$ cat src/rtl/i2c_cfg_pkg.sv
// Shared types and constants for the I2C configuration sequencer.
package i2c_cfg_pkg;

   // Sequencer states
   typedef enum logic [3:0] {
      ST_IDLE,
      ST_POWERUP,
      ST_LOAD,
      ST_START,
      ST_WAIT,
      ST_DELAY,
      ST_GAP,
      ST_NEXT,
      ST_DONE,
      ST_ERROR
   } seq_state_e;

   // Address value that turns a table entry into a timed delay of data*DELAY_UNIT cycles
   localparam logic [7:0] DELAY_MARKER = 8'hFF;

   // One table entry: {addr[15:8], data[7:0]}
   typedef struct packed {
      logic [7:0] addr;
      logic [7:0] data;
   } cfg_entry_t;

   // Index width for a table of n entries, never below 1 bit
   function automatic int idx_width(input int n);
      return (n > 1) ? $clog2(n) : 1;
   endfunction

endpackage

$ cat src/rtl/i2c_config_rom.sv
// Per-device configuration table: index -> {addr, data}. Indices at or
// beyond NUM_REGS read as 16'h0000.
module i2c_config_rom
   import i2c_cfg_pkg::*;
#(
   parameter int NUM_REGS = 16,
   parameter int IDX_W    = 4
) (
   input  logic [IDX_W-1:0] idx_i,
   output cfg_entry_t       entry_o
);

   logic [31:0] idx_ext;

   // Combinational table lookup; edit the case items for the target device
   always_comb begin
      idx_ext = 32'(idx_i);
      entry_o = '0;
      if (idx_ext < 32'(NUM_REGS)) begin
         case (idx_ext)
            32'd0:   entry_o = '{addr: 8'h12, data: 8'h80};   // soft reset
            32'd1:   entry_o = '{addr: 8'h3A, data: 8'h04};   // output format
            32'd2:   entry_o = '{addr: 8'h40, data: 8'hD0};   // clock control
            32'd3:   entry_o = '{addr: DELAY_MARKER, data: 8'h03}; // settle: 3 delay units
            32'd4:   entry_o = '{addr: 8'h6B, data: 8'h01};   // enable streaming
            default: entry_o = '0;
         endcase
      end
   end

endmodule

$ cat src/rtl/i2c_config_sequencer.sv
// Walks the configuration table, handing each (addr, data) pair to the
// I2C frame stage and pacing frames on its complete flag. Delay entries
// stall the walk for data*DELAY_UNIT cycles instead of issuing a frame.
module i2c_config_sequencer
   import i2c_cfg_pkg::*;
#(
   parameter int NUM_REGS       = 16,
   parameter int AUTO_START     = 1,
   parameter int POWERUP_CYCLES = 1000,
   parameter int GAP_CYCLES     = 8,
   parameter int TIMEOUT_CYCLES = 100000,
   parameter int DELAY_UNIT     = 1000,
   localparam int IDX_W         = idx_width(NUM_REGS)
) (
   input  logic             i_clk,
   input  logic             i_rst_n,
   input  logic             i_go,
   input  logic             i_complete,
   output logic [7:0]       o_register_addr,
   output logic [7:0]       o_data,
   output logic             o_start,
   output logic             o_busy,
   output logic             o_done,
   output logic             o_error,
   output logic [IDX_W-1:0] o_index
);

   // Terminal counts; each phase counter runs 0..LAST inclusive
   localparam int          GAP_EFF  = (GAP_CYCLES < 1) ? 1 : GAP_CYCLES;
   localparam logic [31:0] GAP_LAST = 32'(GAP_EFF - 1);
   localparam logic [31:0] PWR_LAST = 32'((POWERUP_CYCLES > 0) ? POWERUP_CYCLES - 1 : 0);
   localparam logic [31:0] TMO_LAST = 32'((TIMEOUT_CYCLES > 0) ? TIMEOUT_CYCLES - 1 : 0);
   localparam logic [IDX_W-1:0] LAST_IDX = IDX_W'(NUM_REGS - 1);

   seq_state_e       state_q;
   logic [IDX_W-1:0] idx_q;
   logic [31:0]      cnt_q;
   logic [7:0]       addr_q;
   logic [7:0]       data_q;
   logic             start_q;
   logic             busy_q;
   logic             done_q;
   logic             error_q;
   logic             cplt_q;

   cfg_entry_t       rom_entry;
   logic             cplt_rise;
   logic [31:0]      delay_len;
   logic             delay_last;

   i2c_config_rom #(
      .NUM_REGS (NUM_REGS),
      .IDX_W    (IDX_W)
   ) u_rom (
      .idx_i   (idx_q),
      .entry_o (rom_entry)
   );

   // Only a fresh rising edge of complete ends a frame; a level held over
   // from the previous frame must not advance the walk.
   // Delay length is data*DELAY_UNIT; zero length still spends one cycle.
   always_comb begin
      cplt_rise  = i_complete & ~cplt_q;
      delay_len  = 32'(data_q) * 32'(DELAY_UNIT);
      delay_last = (delay_len == 32'd0) || (cnt_q == delay_len - 32'd1);
   end

   // Sequencer FSM with registered outputs; reset aborts any frame at once
   always_ff @(posedge i_clk or negedge i_rst_n) begin
      if (!i_rst_n) begin
         state_q <= ST_IDLE;
         idx_q   <= '0;
         cnt_q   <= '0;
         addr_q  <= '0;
         data_q  <= '0;
         start_q <= 1'b0;
         busy_q  <= 1'b0;
         done_q  <= 1'b0;
         error_q <= 1'b0;
         cplt_q  <= 1'b0;
      end else begin
         cplt_q <= i_complete;
         case (state_q)
            // Auto-start fires once after reset; otherwise wait for go
            ST_IDLE: begin
               if ((AUTO_START != 0) || i_go) begin
                  state_q <= ST_POWERUP;
                  idx_q   <= '0;
                  cnt_q   <= '0;
                  error_q <= 1'b0;
                  done_q  <= 1'b0;
                  busy_q  <= 1'b1;
               end
            end

            ST_POWERUP: begin
               if ((POWERUP_CYCLES == 0) || (cnt_q == PWR_LAST)) begin
                  state_q <= ST_LOAD;
                  cnt_q   <= '0;
               end else begin
                  cnt_q <= cnt_q + 32'd1;
               end
            end

            // Latch the entry; addr/data stay put until the next LOAD
            ST_LOAD: begin
               addr_q <= rom_entry.addr;
               data_q <= rom_entry.data;
               cnt_q  <= '0;
               if (rom_entry.addr == DELAY_MARKER) state_q <= ST_DELAY;
               else                                state_q <= ST_START;
            end

            ST_START: begin
               start_q <= 1'b1;
               cnt_q   <= '0;
               state_q <= ST_WAIT;
            end

            // Frame in flight: finish on complete edge or give up on timeout
            ST_WAIT: begin
               if (cplt_rise) begin
                  start_q <= 1'b0;
                  cnt_q   <= '0;
                  state_q <= ST_GAP;
               end else if (cnt_q == TMO_LAST) begin
                  start_q <= 1'b0;
                  error_q <= 1'b1;
                  busy_q  <= 1'b0;
                  state_q <= ST_ERROR;
               end else begin
                  cnt_q <= cnt_q + 32'd1;
               end
            end

            ST_DELAY: begin
               if (delay_last) begin
                  cnt_q   <= '0;
                  state_q <= ST_NEXT;
               end else begin
                  cnt_q <= cnt_q + 32'd1;
               end
            end

            // Keep start low long enough for the frame stage to see a new edge
            ST_GAP: begin
               if (cnt_q == GAP_LAST) begin
                  cnt_q   <= '0;
                  state_q <= ST_NEXT;
               end else begin
                  cnt_q <= cnt_q + 32'd1;
               end
            end

            ST_NEXT: begin
               if (idx_q == LAST_IDX) begin
                  done_q  <= 1'b1;
                  busy_q  <= 1'b0;
                  state_q <= ST_DONE;
               end else begin
                  idx_q   <= idx_q + 1'b1;
                  state_q <= ST_LOAD;
               end
            end

            // Terminal states hold everything until an explicit go
            ST_DONE, ST_ERROR: begin
               if (i_go) begin
                  state_q <= ST_POWERUP;
                  idx_q   <= '0;
                  cnt_q   <= '0;
                  error_q <= 1'b0;
                  done_q  <= 1'b0;
                  busy_q  <= 1'b1;
               end
            end

            default: begin
               start_q <= 1'b0;
               busy_q  <= 1'b0;
               state_q <= ST_IDLE;
            end
         endcase
      end
   end

   assign o_register_addr = addr_q;
   assign o_data          = data_q;
   assign o_start         = start_q;
   assign o_busy          = busy_q;
   assign o_done          = done_q;
   assign o_error         = error_q;
   assign o_index         = idx_q;

endmodule

$ cat config.mk
export PLATFORM = sky130hd
export DESIGN_NAME = i2c_config_sequencer
export DESIGN_NICKNAME = d
export VERILOG_FILES = /design/src/rtl/i2c_cfg_pkg.sv /design/src/rtl/i2c_config_rom.sv /design/src/rtl/i2c_config_sequencer.sv
export SDC_FILE = /design/constraint.sdc
export NUM_CORES = 1
export LEC_CHECK = 0
export BUFFER_PORTS_ARGS = -buffer_cell sky130_fd_sc_hd__buf_4
export CAP_MARGIN = 20
export CORE_MARGIN = 8
export CORE_UTILIZATION = 56
export CTS_BUF_LIST = sky130_fd_sc_hd__clkbuf_16
export DETAILED_ROUTE_END_ITERATION = 8
export GPL_TIMING_DRIVEN = 0
export PLACE_DENSITY = 0.76
export REMOVE_ABC_BUFFERS = 1
export SYNTH_ARGS = -nofsm -noshare
export SYNTH_HDL_FRONTEND = slang
export SYNTH_HIERARCHICAL = 1
export SYNTH_SLANG_ARGS = --single-unit
$ cat constraint.sdc
create_clock -name i_clk -period 5.6 [get_ports i_clk]
set_clock_uncertainty 0.2 [all_clocks]
set_input_delay 0.84 -clock i_clk [delete_from_list [all_inputs] [get_ports i_clk]]
set_output_delay 0.84 -clock i_clk [all_outputs]
set_load 0.005 [all_outputs]
======== Word-level counts from Yosys, hierarchy flattened ========
Cells that the tools add are included.
word-level totals
  bits in registers ....................... 61
  bits of input ports ..................... 4
  output and inout port bits .............. 24
  word-level logic and storage cells ...... 98
cells by class
  $add $sub $neg .......................... 3
  multiply operators ...................... 1
  equal/unequal tests ..................... 29
  multiplexer cells ....................... 33
  bitwise logic cells ..................... 4
  reductions and logical operators ........ 18
operators with widths
  operator                 count
  $mux W32                 6
  $pmux W32 S6             1
  $pmux W16 S5             1
  $mux W4                  9
  $pmux W4 S9              1
  $add A32 B1 Y32 const B  1
  $eq A32 B10 Y1 const B   1
  $eq A32 B17 Y1 const B   1
  $eq A32 B3 Y1 const B    1
  $eq A32 B32 Y1           1
  $eq A4 B3 Y1 const B     5
  $sub A18 B1 Y19 const B  1
  $logic_not A18 Y1        1
  $eq A4 B2 Y1 const B     4
  $ne A2 B2 Y1 const B     8
  $mul A8 B7 Y15 const B   1
  $eq A4 B4 Y1 const B     3
  $pmux W4 S3              1
  $reduce_and A5 Y1        2
  $mux W1                  9
  $pmux W1 S3              3
  $reduce_and A3 Y1        3
  $eq A4 B1 Y1 const B     2
  $eq A8 B8 Y1 const B     1
  other kinds (16)         21

======== Depth between registers and ports, before layout ========
  depth after elaboration ................. 6
  gate-level depth with buffers ........... 20
  depth with buffers taken out ............ 18

======== By module ========
The synthesis kept the hierarchy.
by module, submodules not included
  module                instances  cells each  area an instance (µm²)  sequential area each (µm²)
  i2c_config_sequencer  1          716         6102.1                  1526.5
  i2c_config_rom        1          20          158.9                   0.0

======== Worst setup path before layout ========
No wires, ideal clock.
  path kind ............................... register -> register
  start ................................... register data_q[1], in the netlist o_data[1]
  end ..................................... register cnt_q[7]
  setup time .............................. 0.140 ns
  arrival ................................. 5.403 ns
  required time ........................... 5.260 ns
  setup slack ............................. -0.144 ns
  cell stages (with the launch flop) ...... 19
  path buffers ............................ 1
  clock period less this slack ............ 5.744 ns
  cells stage by stage .................... dfrtp_1 fa_1 inv_1 fa_1 fa_1 inv_1 fa_1 ha_1 a21o_1 a31o_1 or4_4 nand3_2 o211ai_4 or4_4 a31oi_4 o2111ai_4 buf_6 a21oi_2 o41ai_2
on the way
  cells in the longest elaborated chain, start to end .. 6
  elaborated cells between the ends (all ways) .. 7
  classes of those cells .................. 1 x add/sub; 1 x mul; 1 x eq/ne; 2 x mux; 2 x reduce/logical
RTL lines
  element                 RTL line                     source
  from (decl)             i2c_config_sequencer.sv:39   logic [7:0] data_q;
  from (signal assigned)  i2c_config_sequencer.sv:108  data_q <= rom_entry.data;
  $mul A8 B7 Y15 *        i2c_config_sequencer.sv:64   delay_len = 32'(data_q) * 32'(DELAY_UNIT);
  $sub A18 B1 Y19         i2c_config_sequencer.sv:65   delay_last = (delay_len == 32'd0) || (cnt_q == delay_len - 32'd1);
  $eq A32 B32 Y1          i2c_config_sequencer.sv:65
  $logic_or A1 B1 Y1 *    i2c_config_sequencer.sv:65
  $mux W32 *              i2c_config_sequencer.sv:137  if (delay_last) begin
  $pmux W32 S6 *          i2c_config_sequencer.sv:83   case (state_q)
  to (signal assigned)    i2c_config_sequencer.sv:132  cnt_q <= cnt_q + 32'd1;
  to (signal assigned)    i2c_config_sequencer.sv:141  cnt_q <= cnt_q + 32'd1;
  to (signal assigned)    i2c_config_sequencer.sv:151  cnt_q <= cnt_q + 32'd1;
  to (decl)               i2c_config_sequencer.sv:37   logic [31:0] cnt_q;
Every way passes the cells marked *; elsewhere a longest branch is shown, timed or not.
A chain may end at the register's enable or synchronous reset.

======== Final worst setup path ========
  start ................................... register data_q[1], in the netlist o_data[1]
  end ..................................... register cnt_q[6]
Same word-level chain as after synthesis.

==> metrics.md <==
| Metric | Value |
|---|---|
| Ys flop type | dfrtp_1 |
| Largest cells by area after synthesis | dfrtp_1, ha_1, fa_1, nand2_1, xnor2_1 |
| Area grow syn2layout | 24.2% |
| First-pass GRT wire length | 28900 µm |
| GRT Overall Usage | 23.9% |
| R2R setup slack | -280 ps |
| CTS root buf | clkbuf_16 |
| Placed insts | 857 |
| Pins Over Slew Limit | 0 |
| Antenna diode count | 0 |
| Most frequent cells in the layout | nand2_1, buf_4, inv_1 |
| Yosys top cell area share | 24.4% |
| IO Count | 28 |
| Place WS | -1010 ps |
| DRC violations left | 0 |
| Post-DR wirelength/cell | 20.9 µm |
| Post-DP HPWL | 10900 µm |
| Family with the most delay on the worst path | adder cells |
| Die area | 14800 µm² |
| Worst path slowest cell | fa_1 |
| Rows | 38 |
| CP max stage delay | 530 ps |
| Fin crit period | 5880 ps |
| Register area | 1540 µm² |
| Cell Area, Synth | 6260 µm² |
| CTS tree | done |
| WP data required | 5620 ps |
| Worst-path clk slew | 50 ps |
| Vias | 6164 |
| Status | finished with violations |
| Arrival @ worst endpoint | 5900 ps |
| Commonest non-fill, non-tap cell in the layout | nand2_1 |
| Mapped Avg Cell Area | 8.51 µm² |
| Fin. Hold Viols | 0 |
| Worst-Margin Slew | 1010 ps |
| Vias in the first global route | 5825 |
| Initial Util | 57.5% |
| Maximum clock frequency | 0.170 GHz |
| Post-DRT Antenna Nets | 0 |
| Layout Cells excl Fill | 930 |
| Seq/Total Area, Yosys | 24.4% |
| Post-synth EDFFs | 0 |
| Routed vias/inst | 6.63 |
| Htree depth | 3 |
| Number of distinct library cells after synthesis | 80 |
| Grt ovf | 0 |
| Gate count of the mapped netlist | 736 |
| Die H | 122 µm |
| RSZ-0062 raised after global routing | yes |
| Critical path's most frequent cell | inv_1 |
| Finished Core Util | 71.4% |
| Drt first pass iters | 5 |
| Largest fanout on the critical path | 6 |
| CTS sink count | 61 |
| Startpoint Class | register |
| Longest Clk Path Bufs | 2 |
| CP Capture Type | register |
| Largest net degree at the start of global routing | 62 |
| Hold crit path type | reg2reg |
| Register bit count reported by yosys | 61 |
| DR iter-0 viols | 632 |
| CTS buffer count | 9 |
| Async SR Flop Fraction | 100% |
| Post-route setup slack | -282 ps |
| Crit path cell chain | buf_4 > inv_1 > ha_2 > ha_1 > inv_1 > fa_1 > inv_1 > fa_1 > ha_2 > and2b_2 > o211a_1 > o21ai_2 > o311ai_4 > or2_4 > or4_4 > a31oi_4 > o2111ai_4 > buf_6 > a41oi_2 > o21ai_1 |
| Multi-input gate area | 4870 µm² |
| IO buf count | 27 |
| Synth warn | 6 |
| Fillers | 726 |
| Tcrit/Tclk final | 105% |
| CP Buf/Inv Count | 5 |
| Area leader, netlist | dfrtp_1 |
| Routed wire length | 19500 µm |
| Final standard cell area without fillers | 7780 µm² |
| Layout cells sized above 1 | 28.1% |
| Failing checks | setup timing |
| # nets final | 851 |
| # setup viols final | 35 |
| Placeable Area | 10900 µm² |
| Max_slew headroom | 32.6% |
| Later-pin clock latency in the skew report | 340 ps |
| GPL Wtd Cong | 0.879 |
| Area after DPL | 6500 µm² |
| Initial antenna violation count | 0 |
| Kind of critical path | reg2reg |
| MaxCap Viol Count | 0 |
| Die width | 122 µm |
[per-stage QoR]
| step | TNS, ps | hold slack (ps) |
|---|---|---|
| floorplan | -29970 | 268 |
| global placement | -88190 | 264 |
| detailed placement | -31790 | 285 |
| CTS | -4780 | 299 |
| global route | -12320 | 312 |
| finish | -7190 | 295 |
[what timing repair did]
item,CTS,global route
hold buffers,0,0
endpoints found under the setup margin,36,36
pin swaps,28,24
gates cloned,2,2
buffers inserted,37,16
resized for setup,54,56
[kinds of logic (layout without fill, tap and decap cells)]
| family | Yosys count | in the layout | synth area share, % |
|---|---|---|---|
| and+or+nand+nor | 281 | 281 | 23.7 |
| DFF | 61 | 61 | 24.4 |
| xor gates and xnor gates | 43 | 43 | 6.45 |
| AOI/OAI and AO/OA | 173 | 175 | 21.4 |
| adders and majority gates | 61 | 61 | 14.8 |
| other | 1 | 2 | 0.0599 |
| buffers and inverters | 103 | 154 | 6.91 |
| muxes | 13 | 13 | 2.30 |
[cells in the mapped netlist (4+ instances only)]
master,number
a211oi_1,4
a21o_1,12
a21oi_1,31
a21oi_2,9
a31o_2,4
a31oi_1,4
a41oi_1,6
and2_1,8
and3_1,16
buf_2,4
buf_4,9
clkbuf_1,34
dfrtp_1,61
fa_1,22
ha_1,39
inv_1,53
mux2_2,11
nand2_1,73
nand2b_1,8
nand3_1,29
nand4_1,20
nor2_1,37
nor2b_1,15
nor3_1,25
nor4_1,12
o211ai_1,7
o21ai_0,33
o21ai_1,7
o22a_1,4
o41ai_2,13
or2_2,5
or3_1,8
or4_1,6
xnor2_1,27
xor2_1,14
[state kept, by name, summed over array words and instances, names as in the netlist]
| name | flops |
|---|---|
| cnt_q | 32 |
| o_start | 1 |
| o_done | 1 |
| o_busy | 1 |
| o_register_addr | 8 |
| o_data | 8 |
| cplt_q | 1 |
| o_index | 4 |
| state_q | 4 |
| o_error | 1 |
[worst paths after layout]
check / from / end / cells after the start
min in group asynchronous: i_rst_n / o_register_addr[3] / 1
max in group asynchronous: i_rst_n / o_data[0] / 1
max reg2reg: o_data[1] / cnt_q[6] / 20
min: o_busy / o_busy / 1
min reg2reg: o_busy / o_busy / 1
max: o_data[1] / cnt_q[6] / 20
[routing by layer]
layer / track usage [%] / share of wire [%] / vias to the layer above
li1: - / - / 2756
met1: 30.2 / 39 / 2961
met2: 38.6 / 48 / 368
met3: 4.86 / 8.9 / 79
met4: 11.5 / 3.7 / 0
met5: 0 / 0 / -
[layout make-up]
class / instances / area share, %
clock buffers: 9 / 2.90
clock inverters: 6 / 0.322
inverters: 53 / 2.56
multi-input cells: 575 / 62.6
flip-flops and latches: 61 / 19.7
well taps: 140 / 2.25
repair buffers: 86 / 9.63
Power is not shown: default switching activity piles up to over one toggle a cycle in this logic, so the estimate is an artifact.
